===== src/rtl/sha_miner_pkg.sv =====
// Shared types, widths and byte-order helpers for the SHA-256d miner datapath.
package sha_miner_pkg;

  localparam int HDR_W    = 640;
  localparam int DIG_W    = 256;
  localparam int PREFIX_W = 608;
  localparam int NONCE_W  = 32;

  typedef enum logic [2:0] {
    ST_IDLE,
    ST_ISSUE,
    ST_WAIT,
    ST_CHECK,
    ST_FIN
  } state_e;

  function automatic logic [NONCE_W-1:0] byte_swap32(input logic [NONCE_W-1:0] x);
    logic [NONCE_W-1:0] y;
    y = '0;
    for (int i = 0; i < NONCE_W / 8; i++) begin
      y[8*i +: 8] = x[NONCE_W - 8 - 8*i +: 8];
    end
    return y;
  endfunction

  function automatic logic [DIG_W-1:0] byte_swap256(input logic [DIG_W-1:0] x);
    logic [DIG_W-1:0] y;
    y = '0;
    for (int i = 0; i < DIG_W / 8; i++) begin
      y[8*i +: 8] = x[DIG_W - 8 - 8*i +: 8];
    end
    return y;
  endfunction

endpackage


===== src/rtl/nonce_sequencer_target_compare.sv =====
// Byte-swaps a digest into numeric order and tests it against the target (unsigned <=).
module target_compare
  import sha_miner_pkg::*;
(
  input  logic [DIG_W-1:0] digest,
  input  logic [DIG_W-1:0] target,
  output logic             win
);

  logic [DIG_W-1:0] digest_num;

  always_comb begin
    digest_num = byte_swap256(digest);
    win        = (digest_num <= target);
  end

endmodule


===== src/rtl/nonce_sequencer.sv =====
// Job controller: walks a nonce range, issues one header per nonce to the hash core
// and stops on the first digest that meets the target or when the range runs out.
module nonce_sequencer
  import sha_miner_pkg::*;
#(
  parameter int CNT_W = 48
) (
  input  logic                clk,
  input  logic                rst_n,
  input  logic                start,
  input  logic                abort,
  input  logic [PREFIX_W-1:0] job_prefix,
  input  logic [DIG_W-1:0]    target,
  input  logic [NONCE_W-1:0]  nonce_start,
  input  logic [NONCE_W-1:0]  nonce_end,
  output logic                req_valid,
  input  logic                req_ready,
  output logic [HDR_W-1:0]    req_header,
  input  logic                rsp_valid,
  input  logic [DIG_W-1:0]    rsp_digest,
  output logic                busy,
  output logic                done,
  output logic                found,
  output logic [NONCE_W-1:0]  found_nonce,
  output logic [CNT_W-1:0]    hash_count
);

  state_e               state_q, state_d;
  logic [PREFIX_W-1:0]  prefix_q, prefix_d;
  logic [DIG_W-1:0]     target_q, target_d;
  logic [NONCE_W-1:0]   nonce_q, nonce_d;
  logic [NONCE_W-1:0]   nonce_end_q, nonce_end_d;
  logic [DIG_W-1:0]     digest_q, digest_d;
  logic                 drain_q, drain_d;
  logic                 found_q, found_d;
  logic [NONCE_W-1:0]   found_nonce_q, found_nonce_d;
  logic [CNT_W-1:0]     hash_count_q, hash_count_d;
  logic                 req_valid_q, req_valid_d;
  logic                 busy_q, busy_d;
  logic                 done_q, done_d;
  logic                 win;

  target_compare u_cmp (
    .digest (digest_q),
    .target (target_q),
    .win    (win)
  );

  always_comb begin
    state_d       = state_q;
    prefix_d      = prefix_q;
    target_d      = target_q;
    nonce_d       = nonce_q;
    nonce_end_d   = nonce_end_q;
    digest_d      = digest_q;
    drain_d       = drain_q;
    found_d       = found_q;
    found_nonce_d = found_nonce_q;
    hash_count_d  = hash_count_q;

    unique case (state_q)
      ST_IDLE: begin
        // A drain only ever exists in IDLE: the orphaned response is swallowed here.
        if (drain_q && rsp_valid) begin
          drain_d = 1'b0;
        end
        if (start && !abort && !drain_q) begin
          prefix_d      = job_prefix;
          target_d      = target;
          nonce_d       = nonce_start;
          nonce_end_d   = nonce_end;
          found_d       = 1'b0;
          found_nonce_d = '0;
          hash_count_d  = '0;
          state_d       = ST_ISSUE;
        end
      end
      ST_ISSUE: begin
        if (abort) begin
          state_d = ST_IDLE;
          if (req_ready) drain_d = 1'b1;
        end else if (req_ready) begin
          state_d = ST_WAIT;
        end
      end
      ST_WAIT: begin
        // A response landing in the abort cycle is already consumed, so no drain is owed.
        if (abort) begin
          state_d = ST_IDLE;
          if (!rsp_valid) drain_d = 1'b1;
        end else if (rsp_valid) begin
          digest_d = rsp_digest;
          state_d  = ST_CHECK;
        end
      end
      ST_CHECK: begin
        if (abort) begin
          state_d = ST_IDLE;
        end else begin
          if (hash_count_q != {CNT_W{1'b1}}) begin
            hash_count_d = hash_count_q + CNT_W'(1);
          end
          if (win) begin
            found_d       = 1'b1;
            found_nonce_d = nonce_q;
            state_d       = ST_FIN;
          end else if (nonce_q == nonce_end_q) begin
            state_d = ST_FIN;
          end else begin
            nonce_d = nonce_q + NONCE_W'(1);
            state_d = ST_ISSUE;
          end
        end
      end
      ST_FIN: begin
        state_d = ST_IDLE;
      end
      default: begin
        state_d = ST_IDLE;
      end
    endcase

    // Outputs are registered from the next state so they line up with it.
    req_valid_d = (state_d == ST_ISSUE);
    busy_d      = (state_d != ST_IDLE) || drain_d;
    done_d      = (state_d == ST_FIN);
  end

  always_ff @(posedge clk or negedge rst_n) begin
    if (!rst_n) begin
      state_q       <= ST_IDLE;
      prefix_q      <= '0;
      target_q      <= '0;
      nonce_q       <= '0;
      nonce_end_q   <= '0;
      digest_q      <= '0;
      drain_q       <= 1'b0;
      found_q       <= 1'b0;
      found_nonce_q <= '0;
      hash_count_q  <= '0;
      req_valid_q   <= 1'b0;
      busy_q        <= 1'b0;
      done_q        <= 1'b0;
    end else begin
      state_q       <= state_d;
      prefix_q      <= prefix_d;
      target_q      <= target_d;
      nonce_q       <= nonce_d;
      nonce_end_q   <= nonce_end_d;
      digest_q      <= digest_d;
      drain_q       <= drain_d;
      found_q       <= found_d;
      found_nonce_q <= found_nonce_d;
      hash_count_q  <= hash_count_d;
      req_valid_q   <= req_valid_d;
      busy_q        <= busy_d;
      done_q        <= done_d;
    end
  end

  assign req_valid   = req_valid_q;
  assign req_header  = {prefix_q, byte_swap32(nonce_q)};
  assign busy        = busy_q;
  assign done        = done_q;
  assign found       = found_q;
  assign found_nonce = found_nonce_q;
  assign hash_count  = hash_count_q;

endmodule

===== config.mk =====
export PLATFORM = sky130hd
export DESIGN_NAME = nonce_sequencer
export DESIGN_NICKNAME = d
export VERILOG_FILES = /design/src/rtl/sha_miner_pkg.sv /design/src/rtl/nonce_sequencer_target_compare.sv /design/src/rtl/nonce_sequencer.sv
export SDC_FILE = /design/constraint.sdc
export NUM_CORES = 2
export LEC_CHECK = 0
export BUFFER_PORTS_ARGS = -buffer_cell sky130_fd_sc_hd__buf_2
export CAP_MARGIN = 20
export CORE_AREA = 2 2 755 757
export DETAILED_ROUTE_END_ITERATION = 8
export DIE_AREA = 0 0 757 759
export SLEW_MARGIN = 0
export SYNTH_ARGS = -nofsm -noshare
export SYNTH_HDL_FRONTEND = slang
export SYNTH_SLANG_ARGS = --single-unit

===== constraint.sdc =====
create_clock -name clk -period 4 [get_ports clk]
set_input_delay 0.4 -clock clk [delete_from_list [all_inputs] [get_ports clk]]
set_output_delay 0.4 -clock clk [all_outputs]
set_load 0.01 [all_outputs]

==> impl_summary.txt <==
----------------------------------------------------
[Outcome]
  Violations in the final reports ... negative setup slack
  Run status ... finished, violations left

[Detailed routing]
  TritonRoute pass-1 iters ... 7
  DRC violations left ... 0
  Post-DR wirelength/cell ... 33.4 um
  Total via count after detailed routing ... 57,407
  Vias/cell ... 3.45
  Number of DRC markers in iteration 0 ... 4,805
  Number of nets with antenna violations after routing ... 0
  Wirelength, routed ... 556,000 um

[Clock network]
  Clock sink count ... 1,272
  TritonCTS clock tree ... done
  Clock transition at the registers of the reported paths ... 0.06 ns
  Number of H-tree levels ... 4
  Number of buffers inserted during clock tree synthesis ... 176
  Maximum root-to-sink buffer count ... 4
  Clock root buffer ... sky130_fd_sc_hd__clkbuf_16
  Clock Latency Late Sink ... 0.91 ns

[Finish]
  Count of placed standard cells in the final layout, fillers left out ... 16,660
  Post-route cell area ... 0.0929 mm^2
  Count of fill cells added during filler insertion ... 64,053
  Sequential cell area in the final layout ... 0.0318 mm^2
  P&R area growth vs syn ... 68.8%
  Multi-input gate area in the final layout ... 0.0214 mm^2
  Total Nets Final ... 10,301
  Fraction of final layout cells sized beyond drive strength 1 ... 0.303

[Global routing]
  Overflow left after global routing ... 0
  Total GRT Usage ... 0.187
  Pin count of the biggest net entering global routing ... 139
  Antenna violations before repair ... 471
  Vias in the first global route ... 56,375
  First-pass GRT wire length ... 679,000 um

[Placed design]
  Number of cells in the design after placement ... 15,090
  Worst-case setup slack after placement ... -0.715 ns
  Placement Cell Area ... 0.0750 mm^2
  Buffers added on ports ... 1,913
  Half-perimeter wire length after detailed placement ... 489,000 um
  Routability congestion estimate ... 1.09

[Power and ir drop]
  Post-route total power ... 61.2 mW
  Leak Pwr ... 45.2 nW
  Power per cell area ... 659 mW/mm^2
  Largest voltage drop on the vdd net ... 0.380 mV

[Floorplanning]
  Die X-Extent ... 757 um
  Starting density of the core ... 0.0971
  I/O Pins ... 1,914
  Std-Cell Rows ... 277
  Area enclosed by the die boundary ... 0.575 mm^2
  Height of the chip ... 759 um
  Area of the core ... 0.567 mm^2

[Timing]
  Fmax ... 233 MHz
  Transition time of the tightest slew-check pin ... 1.46 ns
  Worst Setup Slack, final ... -0.291 ns
  Setup tns final ... -10.19 ns
  Worst-case headroom to the max-slew limit ... 0.0292
  Final count of pins violating max slew ... 0
  Min Clock Period, post-route ... 4.29 ns
  RSZ-0062 raised after global routing ... yes
  Setup violators final ... 70
  Final-report hold violation count ... 0
  Maximum clock skew at final layout ... 0.132 ns
  Fraction of the cycle the final worst path needs ... 1.07

[Yosys]
  Async set-reset flop share out of synthesis ... 1.00
  Post-Syn Area per Cell ... 9.61 um^2
  Count of flip-flops with a built-in enable after synthesis ... 0
  Register bit count reported by yosys ... 1,272
  Count of warnings emitted by yosys ... 0
  Number of nets in the synthesized netlist ... 7,176
  Most frequent cells after synthesis ... 2,351 x sky130_fd_sc_hd__nand2_1, 1,272 x sky130_fd_sc_hd__dfrtp_1, 322 x sky130_fd_sc_hd__o21ai_0
  Largest area contributor in the netlist ... sky130_fd_sc_hd__dfrtp_1
  Most common cell in the netlist ... sky130_fd_sc_hd__nand2_1
  Syn Inst Count ... 5,728
  Top cells by area, synth ... sky130_fd_sc_hd__dfrtp_1 58%, sky130_fd_sc_hd__nand2_1 16%, sky130_fd_sc_hd__ha_1 5.9%
  Leading register cell type out of synthesis ... sky130_fd_sc_hd__dfrtp_1
  Share of Yosys cell area claimed by the top area cell type ... 0.578
  Synth cell types ... 65
  Synthesized area ... 0.0550 mm^2
  Sequential element share of the synthesized area ... 0.578

[Run]
  Max-capacitance violation count ... 0

[Critical path]
  Setup Crit Path Kind ... flip-flop to flip-flop
  Cells on worst reg2reg path ... 15
  Critical Path Fanout Max ... 2
  Crit start category ... flip-flop
  Required time of the critical path ... 4.71 ns
  Worst path arrival time ... 5.00 ns
  Worst Setup End Kind ... flip-flop

[Min path]
  Number of cells on the worst hold path ... 3
  Type of the worst min-delay path ... primary input to flip-flop

----------------------------------------------------
-- final timing paths --
check	from	end	slack, ns
min	job_prefix[240]	prefix_q[240]	0.04
max in group asynchronous	rst_n	prefix_q[435]	2.49
min reg2reg	prefix_q[555]	prefix_q[555]	0.47
max reg2reg	target_q[201]	busy	-0.29
min in group asynchronous	rst_n	prefix_q[378]	0.12
max	target_q[201]	busy	-0.29
-- metrics by stage --
stage          hold slack, ns  utilization
2_1_floorplan           0.104            -
4_1_cts               0.00132        0.163
3_3_place_gp            0.452        0.132
6_report               0.0388        0.164
3_5_place_dp            0.457        0.132
5_1_grt                0.0333        0.163
-- layout make-up --
cell class | count | share of cell area
antenna | 137 | 0.00369
tap | 7533 | 0.101
clock inverter | 77 | 0.0110
clock buffer | 238 | 0.0546
inverter | 302 | 0.0122
sequential | 1272 | 0.343
timing repair buffer | 3218 | 0.245
multi-input combinational | 3883 | 0.230
-- cell families after synthesis --
group / Yosys count / synth area share
AO/OA/AOI/OAI: 568 / 0.0578
XOR/XNOR: 73 / 0.0116
adder cells (fa/ha/maj): 258 / 0.0586
buffers and inverters: 573 / 0.0394
flip-flops: 1272 / 0.578
multiplexers: 289 / 0.0584
AND/OR/NAND/NOR: 2695 / 0.196
-- flip-flops by register name (all words and copies together), names as in the netlist --
signal,count
nonce_end_q,32
found_nonce,32
drain_q,1
busy,1
digest_q,256
done,1
found,1
req_valid,1
hash_count,48
nonce_q,32
target_q,256
state_q,3
prefix_q,608
-- critical path, stage by stage, from the launching register on --
cell	delay, ns
sky130_fd_sc_hd__dfrtp_1	0.37
sky130_fd_sc_hd__inv_2	0.09
sky130_fd_sc_hd__ha_4	0.21
sky130_fd_sc_hd__nand4_1	0.25
sky130_fd_sc_hd__buf_4	0.20
sky130_fd_sc_hd__inv_2	0.04
sky130_fd_sc_hd__a21oi_4	0.16
sky130_fd_sc_hd__o21ai_2	0.11
sky130_fd_sc_hd__a222oi_1	1.17
sky130_fd_sc_hd__nand3_1	0.28
sky130_fd_sc_hd__nor3_4	0.24
sky130_fd_sc_hd__buf_12	0.15
sky130_fd_sc_hd__buf_8	0.10
sky130_fd_sc_hd__o21ai_4	0.07
sky130_fd_sc_hd__nand3b_4	0.20
sky130_fd_sc_hd__or4_4	0.42
-- layer usage --
metal | up-vias | GRT usage | part of all wire
met3 | 843 | 0.108 | 0.14
met2 | 3050 | 0.288 | 0.43
li1 | 24995 | - | -
met4 | 138 | 0.0450 | 0.033
met5 | - | 0 | 0.0015
met1 | 28381 | 0.222 | 0.40
-- timing repair --
item | CTS | global route
hold buffers | 1106 | 0
buffers inserted | 7 | 5
endpoints found under the setup margin | 70 | 70
endpoints found under the hold margin | 1233 | 0
resized for setup | 26 | 45
pin swaps | 9 | 9
-- cells in the final DEF, fill, tap and decap left out, drive strengths merged, types with 5 or more instances in the layout --
cell,count
nand2,2351
dlygate4sd3,1106
o21ai,323
nand4,75
diode,137
and4,15
o211ai,5
ha,258
xor2,33
nor2,80
mux2,257
o22ai,7
nor3,25
mux2i,32
clkinv,40
a211oi,13
a22o,13
a21o,18
and3,15
inv,310
dfrtp,1272
nor4,22
nor3b,5
clkbuf,238
clkinvlp,11
a21oi,136
a221oi,13
o21a,6
and2,10
bufinv,18
or3,10
buf,2112
o31ai,8
xnor2,40
or4,5
nand3,63
-- power breakdown --
| group | internal (mW) | switching, mW | total [mW] |
|---|---|---|---|
| clock | 10.1 | 7.05 | 17.1 |
| sequential | 17.3 | 2.89 | 20.2 |
| combinational | 7.71 | 16.2 | 23.9 |
| total | 35.0 | 26.2 | 61.2 |
Power figures use the tool's default switching activity.
